$ cat src/rtl/fip_32_sqrt_seq.sv
// -----------------------------------------------------------------------------
// fip_32_sqrt_seq
//
// Sequential square root of a signed Q16.16 fixed-point operand, one result
// bit per clock. The operand is widened to N = {radicand, FRACTIONAL_BITS
// zeros}, which makes the integer square root of N equal to the Q16.16
// square root of the operand. A restoring digit-by-digit algorithm consumes
// N two bits at a time, MSB pair first.
//
// Negative operands skip the computation entirely. They produce o_root = 0
// with o_invalid set, and the result is presented on the cycle right after
// the operand is accepted.
//
// Build option:
//   FIP_SQRT_ROUND_EN - when defined, the result is rounded to nearest
//                       instead of truncated. Latency does not change.
//
// Parameters:
//   FRACTIONAL_BITS - fractional bits of operand and result (16)
//   ITERATIONS      - result bits resolved, one per CALC step (24)
//
// Ports:
//   clk        in   single clock; all state changes on its rising edge
//   rst_n      in   asynchronous active-low reset
//   i_valid    in   operand offered
//   o_ready    out  block can accept an operand (high only while IDLE)
//   i_radicand in   signed Q16.16 operand
//   o_valid    out  result available (high only while DONE)
//   i_ready    in   consumer takes the result
//   o_root     out  Q16.16 square root; never negative
//   o_invalid  out  the operand was negative; only meaningful with o_valid
// -----------------------------------------------------------------------------
module fip_32_sqrt_seq #(
  parameter int FRACTIONAL_BITS = 16,
  parameter int ITERATIONS      = 24
) (
  input  logic        clk,
  input  logic        rst_n,
  input  logic        i_valid,
  output logic        o_ready,
  input  logic [31:0] i_radicand,
  output logic        o_valid,
  input  logic        i_ready,
  output logic [31:0] o_root,
  output logic        o_invalid
);

  localparam int NW   = 32 + FRACTIONAL_BITS;  // widened operand width
  localparam int RW   = ITERATIONS;            // partial root width
  localparam int REMW = ITERATIONS + 2;        // remainder width
  localparam int CW   = $clog2(ITERATIONS + 1);

  typedef enum logic [1:0] {
    IDLE,
    CALC,
    DONE
  } state_t;

  state_t          state_q, state_d;
  logic [NW-1:0]   rad_q,   rad_d;
  logic [REMW-1:0] rem_q,   rem_d;
  logic [RW-1:0]   root_q,  root_d;
  logic [CW-1:0]   cnt_q,   cnt_d;
  logic [31:0]     res_q,   res_d;
  logic            inv_q,   inv_d;

  // Datapath for one restoring step. Shifting in the next pair needs two
  // extra bits beyond the remainder register before the subtraction.
  logic [REMW+1:0] rem_sh;
  logic [REMW+1:0] trial;
  logic [REMW+1:0] diff;
  logic            round_up;
  logic [31:0]     res_fin;

  always_comb begin
    rem_sh = {rem_q, rad_q[NW-1 -: 2]};
    trial  = {2'b00, root_q, 2'b01};
    diff   = rem_sh - trial;

`ifdef FIP_SQRT_ROUND_EN
    // With root r and remainder N - r*r, the value sqrt(N) is at least
    // r + 0.5 exactly when the remainder is greater than r.
    round_up = (rem_q > {2'b00, root_q});
`else
    round_up = 1'b0;
`endif

    res_fin = {{(32 - RW){1'b0}}, root_q} + {31'd0, round_up};
  end

  always_comb begin
    state_d = state_q;
    rad_d   = rad_q;
    rem_d   = rem_q;
    root_d  = root_q;
    cnt_d   = cnt_q;
    res_d   = res_q;
    inv_d   = inv_q;

    case (state_q)
      IDLE: begin
        if (i_valid) begin
          if (i_radicand[31]) begin
            res_d   = '0;
            inv_d   = 1'b1;
            state_d = DONE;
          end else begin
            rad_d   = {i_radicand, {FRACTIONAL_BITS{1'b0}}};
            rem_d   = '0;
            root_d  = '0;
            cnt_d   = '0;
            state_d = CALC;
          end
        end
      end

      CALC: begin
        // Counts 0..ITERATIONS-1 are the digit steps. The cycle at count
        // ITERATIONS applies optional rounding and publishes the result.
        // This gives ITERATIONS+1 edges from accept to o_valid.
        if (cnt_q == CW'(ITERATIONS)) begin
          res_d   = res_fin;
          inv_d   = 1'b0;
          state_d = DONE;
        end else begin
          rad_d = {rad_q[NW-3:0], 2'b00};
          if (rem_sh >= trial) begin
            rem_d  = diff[REMW-1:0];
            root_d = {root_q[RW-2:0], 1'b1};
          end else begin
            rem_d  = rem_sh[REMW-1:0];
            root_d = {root_q[RW-2:0], 1'b0};
          end
          cnt_d = cnt_q + CW'(1);
        end
      end

      DONE: begin
        if (i_ready) begin
          state_d = IDLE;
        end
      end

      default: state_d = IDLE;
    endcase
  end

  always_ff @(posedge clk or negedge rst_n) begin
    if (!rst_n) begin
      state_q <= IDLE;
      rad_q   <= '0;
      rem_q   <= '0;
      root_q  <= '0;
      cnt_q   <= '0;
      res_q   <= '0;
      inv_q   <= 1'b0;
    end else begin
      state_q <= state_d;
      rad_q   <= rad_d;
      rem_q   <= rem_d;
      root_q  <= root_d;
      cnt_q   <= cnt_d;
      res_q   <= res_d;
      inv_q   <= inv_d;
    end
  end

  assign o_ready   = (state_q == IDLE);
  assign o_valid   = (state_q == DONE);
  assign o_root    = res_q;
  assign o_invalid = inv_q;

endmodule

$ cat config.mk
export PLATFORM = sky130hd
export DESIGN_NAME = fip_32_sqrt_seq
export DESIGN_NICKNAME = d
export VERILOG_FILES = /design/src/rtl/fip_32_sqrt_seq.sv
export SDC_FILE = /design/constraint.sdc
export NUM_CORES = 1
export LEC_CHECK = 0
export BUFFER_PORTS_ARGS = -buffer_cell sky130_fd_sc_hd__buf_4
export CAP_MARGIN = 5
export CORE_MARGIN = 2
export CORE_UTILIZATION = 40
export CTS_BUF_LIST = sky130_fd_sc_hd__clkbuf_8 sky130_fd_sc_hd__clkbuf_16
export CTS_CLUSTER_DIAMETER = 80
export DETAILED_ROUTE_END_ITERATION = 6
export GPL_TIMING_DRIVEN = 0
export SYNTH_ARGS = -nofsm -noshare
export SYNTH_HDL_FRONTEND = slang
export SYNTH_SLANG_ARGS = --single-unit
$ cat constraint.sdc
create_clock -name clk -period 2.35 [get_ports clk]
set_input_delay 0.1175 -clock clk [delete_from_list [all_inputs] [get_ports clk]]
set_output_delay 0.1175 -clock clk [all_outputs]
set_load 0.03 [all_outputs]
**After elaboration in Yosys (flattened, before gate mapping)**

Index checks and enable logic that the tools add are counted.

- Flip-flop bits (word level): 138
- Input port bits: 36
- Output and inout bits: 35
- Word-level logic and storage cells: 55

- Add/subtract/negate cells: 2
- $lt $le $gt $ge: 1
- Equal/unequal tests: 9
- Mux-type cells: 31
- Reduce and logical (&&, ||, !) cells: 5

Operator list:

| kind | count |
|---|---|
| 2-to-1 mux 48 bit | 3 |
| 2-to-1 mux 26 bit | 4 |
| 2-to-1 mux 32 bit | 3 |
| case mux 48 bit (2 select lines) | 1 |
| 2-to-1 mux 24 bit | 3 |
| case mux 32 bit (2 select lines) | 1 |
| case mux 26 bit (2 select lines) | 1 |
| case mux 24 bit (2 select lines) | 1 |
| >= comparator 28 x 26 -> 1 bit | 1 |
| subtractor 26 bit | 1 |
| 2-to-1 mux 5 bit | 3 |
| case mux 5 bit (2 select lines) | 1 |
| 2-to-1 mux 2 bit | 4 |
| != test 2 bit (second input constant) | 4 |
| AND reduction 4 bit | 2 |
| case mux 2 bit (3 select lines) | 1 |
| adder 5 x 1 -> 5 bit (second input constant) | 1 |
| equality test 5 bit (second input constant) | 1 |
| 2-to-1 mux 1 bit | 4 |
| != test 2 x 1 -> 1 bit (second input constant) | 2 |
| AND reduction 3 bit | 1 |
| equality test 2 x 1 -> 1 bit (second input constant) | 1 |
| equality test 2 bit (second input constant) | 1 |
| zero test 2 bit | 1 |
| 2 further kinds | 2 |

**Logic depth before layout (Yosys ltp)**

- Word-level depth: 4
- Gate-level depth with buffers: 12

**Worst setup path before layout**

Ideal clock, no wire load.

- Kind: reg-to-reg
- Start point: register rem_q[11]
- End point: register rem_q[11]
- Arrival time: 2,095 ps
- Required time: 2,220 ps
- Slack: 125 ps
- Cell stages (with the launch flop): 11
- Path through: dfrtp_1 -> ha_1 -> buf_2 -> a211oi_2 -> o211ai_1 -> a21oi_1 -> nand4b_1 -> o2bb2ai_2 -> buf_4 -> mux2i_1 -> o21ai_1

- Longest elaborated chain between the ends: 4

Ends and longest elaborated chain:

| element | RTL line | text |
|---|---|---|
| start: declaration | 61 | `logic [REMW-1:0] rem_q, rem_d;` |
| start signal: assignment | 160 | `rem_q <= rem_d;` |
| >= comparator 28 x 26 -> 1 bit | 127 | `if (rem_sh >= trial) begin` |
| 2-to-1 mux 26 bit | 127 |  |
| 2-to-1 mux 26 bit | 121 | `if (cnt_q == CW'(ITERATIONS)) begin` |
| case mux 26 bit (2 select lines) | 100 | `case (state_q)` |

No other way between the ends. The select of a mux whose other input is x is not followed.
A chain may end at the register's enable or synchronous reset.

**Worst setup path in the final report**

- Start point: register root_q[0]
- End point: register rem_q[19]

- Longest elaborated chain between the ends: 4

Ends and longest elaborated chain:

| element | RTL line | text |
|---|---|---|
| start: declaration | 62 | `logic [RW-1:0] root_q, root_d;` |
| start signal: assignment | 161 | `root_q <= root_d;` |
| subtractor 26 bit / >= comparator 28 x 26 -> 1 bit (equally long branches) | 78, 127 |  |
| 2-to-1 mux 26 bit * | 127 |  |
| 2-to-1 mux 26 bit * | 121 |  |
| case mux 26 bit (2 select lines) * | 100 |  |

Mark *: on every way between the ends. The rest lies on a longest branch, timed or not. The select of a mux whose other input is x is not followed.

==> key figures <==
Run status
  – Status: finished, violations left
  – Violated checks: negative setup slack

Timing
  – Worst-margin pin slew: 0.883 ns
  – Clock Skew: 0.0146 ns
  – Fmax: 402 MHz
  – Relative slew margins: 40.9%
  – Final WS setup: -0.139 ns
  – Final Hold Vio Count: 0
  – Minimum clock period: 2.49 ns
  – Fin crit share: 106%
  – Final Setup Violations: 22
  – Max Slew Vio Count: 0
  – Unrepaired setup endpoints after global routing: true
  – Fin Setup TNS: -1.32 ns

Routing
  – Vias per cell: 5.56
  – Vias post-DR: 5687
  – Post-Route WL: 18.1 mm
  – Initial DRC count: 387
  – DR WL/cell: 17.7 um
  – Initial DRT Pass Iterations: 5
  – Residual DRC: 0
  – Detail Route Antenna Nets: 0

Finish
  – Diode count: 0
  – Fillers: 1291
  – Final cell count without fillers: 1023
  – Layout cells sized above 1: 30.7%
  – Nets@finish: 886
  – Design Area, Final: 8770 um2
  – Area Growth Syn to Fin: 40.8%

Worst setup path
  – CP Max Fanout: 5
  – CP Data Required Time: 2.65 ns
  – Path type of the worst setup path: flip-flop to flip-flop
  – CP endpoint kind: flip-flop
  – Critical path arrival: 2.79 ns
  – Worst Setup Start Kind: flip-flop

Global route
  – Vias in the first global route: 5705
  – Gr ovfl total: 0
  – Pin count of the biggest net entering global routing: 99
  – First-pass GRT wire length: 29.2 mm
  – Initial antenna violation count: 0
  – GRT Total Usage: 22.5%

Floorplan
  – Die Wd: 129 um
  – Initial core utilization: 41.0%
  – Die Span Y: 129 um
  – CORE AREA: 15200 um2
  – Die ar.: 16600 um2
  – Row count: 45
  – I/O pin count: 71

Logic synthesis
  – Post-Synthesis Cells: 669
  – Post-synthesis cell area: 6230 um2
  – Sequential-to-total area share from yosys stat: 45.8%
  – Number of synthesized flops with an enable pin: 0
  – Top_reg_cell synth: dfrtp_1
  – Seq cells post-synth: 114
  – Mapped Avg Cell Area: 9.31 um2
  – Library cells used by synthesis: 49
  – Yosys warnings: 0
  – Post-synth ARST share: 100%

Clock tree
  – CTS sink cnt: 114
  – Root Buffer: clkbuf_16
  – Total CTS buffers: 17
  – Clock slew at reported path FFs: 0.05 ns
  – Clock Latency Late Sink: 0.43 ns
  – CTS tree: built
  – H-tree Lvls: 4
  – Clock buffer depth: 2

Placed design
  – Pre-CTS WS: -0.330 ns
  – # port buffers: 62
  – GP Congestion: 0.925
  – Placed cell count: 927
  – Placed cell area: 6990 um2
  – Final HPWL DP: 11.4 mm

Worst hold path
  – Hold WC Path Type: primary input to flip-flop

Job
  – Max cap viols: 0

Power
  – VDD IR max: 0.898 mV
  – Pleak: 4.00 nW
  – Power per Cell Area: 1820 nW/um2
[cells in the mapped netlist (10+ instances only)]
library cell	number	area share (%)
a21oi_1	39	3.1
a22o_1	25	3.5
buf_2	15	1.2
buf_4	10	1.2
clkbuf_1	20	1.2
dfrtp_1	114	46
ha_1	28	5.6
inv_1	35	2.1
mux2i_1	32	5.1
nand2_1	72	4.3
nand3_1	28	2.2
nor2_1	32	1.9
nor3_1	10	0.80
o21ai_0	82	6.6
o21ai_1	19	1.5
xnor2_1	11	1.5
xor2_1	15	2.1
[stage by stage]
| stage | utilization [%] | power, mW | hold slack, ns |
|---|---|---|---|
| finish | 57.7 | 15.9 | 0.0105 |
| global route | 57.7 | 17.0 | 0.0169 |
| CTS | 56.0 | 14.8 | 0.00281 |
| detailed placement | 46.0 | 10.1 | -0.0320 |
| global placement | 45.8 | 9.96 | 0.296 |
| floorplan | - | 8.35 | -0.178 |
[power by group]
part | switching (mW) | total, mW | internal, mW
Clock | 0.907 | 2.75 | 1.84
Combinational | 5.44 | 9.87 | 4.43
Sequential | 0.572 | 3.30 | 2.73
[registers in the layout, indices dropped and copies added (netlist names)]
register / flops
o_invalid: 1
o_root: 24
root_q: 24
rad_q: 32
cnt_q: 5
rem_q: 26
state_q: 2
[placed cells by master (no fill, tap or decap), types with 11 or more instances in the layout]
master	instances
a21oi_1	28
a22o_1	25
o21ai_0	70
ha_4	16
xor2_1	15
ha_1	11
nor2_1	23
nand3_1	28
buf_4	115
nand2_1	68
mux2i_1	32
clkbuf_16	17
dfrtp_1	111
o21ai_1	22
inv_1	31
dlygate4sd3_1	19
[final cells by class]
class                      count  area (um2)  share of cell area, %
multi-input combinational    480        3560                   40.6
inverter                      35         131                   1.50
buffer                        43         288                   3.28
sequential                   114        2860                   32.6
clock inverter                12         164                   1.87
timing repair buffer         131        1070                   12.2
tap                          188         235                   2.68
clock buffer                  20         467                   5.32
[kinds of logic (layout without fill, tap and decap cells)]
kind of cell / Yosys count / in the layout / share of synthesized area [%]
AO/OA/AOI/OAI: 215 / 216 / 21.4
XOR/XNOR: 26 / 26 / 3.66
adder cells (fa/ha/maj): 28 / 28 / 5.62
buffers and inverters: 83 / 241 / 5.90
flip-flops: 114 / 114 / 45.8
multiplexers: 32 / 32 / 5.14
other: 1 / 8 / 0.0602
AND/OR/NAND/NOR: 170 / 170 / 12.5
[worst paths after layout]
path                                start          to  slack [ns]  cells past startpoint
setup / recovery                root_q[0]   rem_q[19]       -0.14                     11
hold / removal             i_radicand[27]   rad_q[43]        0.01                      3
setup reg to reg                root_q[0]   rem_q[19]       -0.14                     11
hold reg to reg                 rad_q[32]   rad_q[32]        0.49                      2
max in group asynchronous           rst_n  o_root[18]        1.53                      3
min in group asynchronous           rst_n   rad_q[42]        0.09                      2
[critical path: stages, from the launching register on]
cell	delay, ns
dfrtp_1	0.37
inv_1	0.12
ha_4	0.24
o211ai_1	0.24
o21ai_2	0.14
o21ai_1	0.21
o211ai_1	0.12
buf_4	0.17
a2111oi_2	0.39
nor3_1	0.13
xnor2_1	0.16
o21ai_1	0.07
[repair_timing]
item / in CTS / in global routing
buffers inserted: 38 / 10
pin swaps: 20 / 27
gates cloned: 3 / 0
hold buffers: 19 / 0
hold endpoints to repair: 132 / 0
setup endpoints to repair: 83 / 92
gates resized for setup: 85 / 69
[metal layers]
metal | track usage, % | up-vias | share of wire (%)
met1 | 29.7 | 2836 | 46
met5 | 0 | - | 0
li1 | - | 2684 | -
met2 | 37.7 | 146 | 49
met3 | 4.70 | 21 | 3.8
met4 | 6.52 | 0 | 1.7
Power figures use the tool's default switching activity.
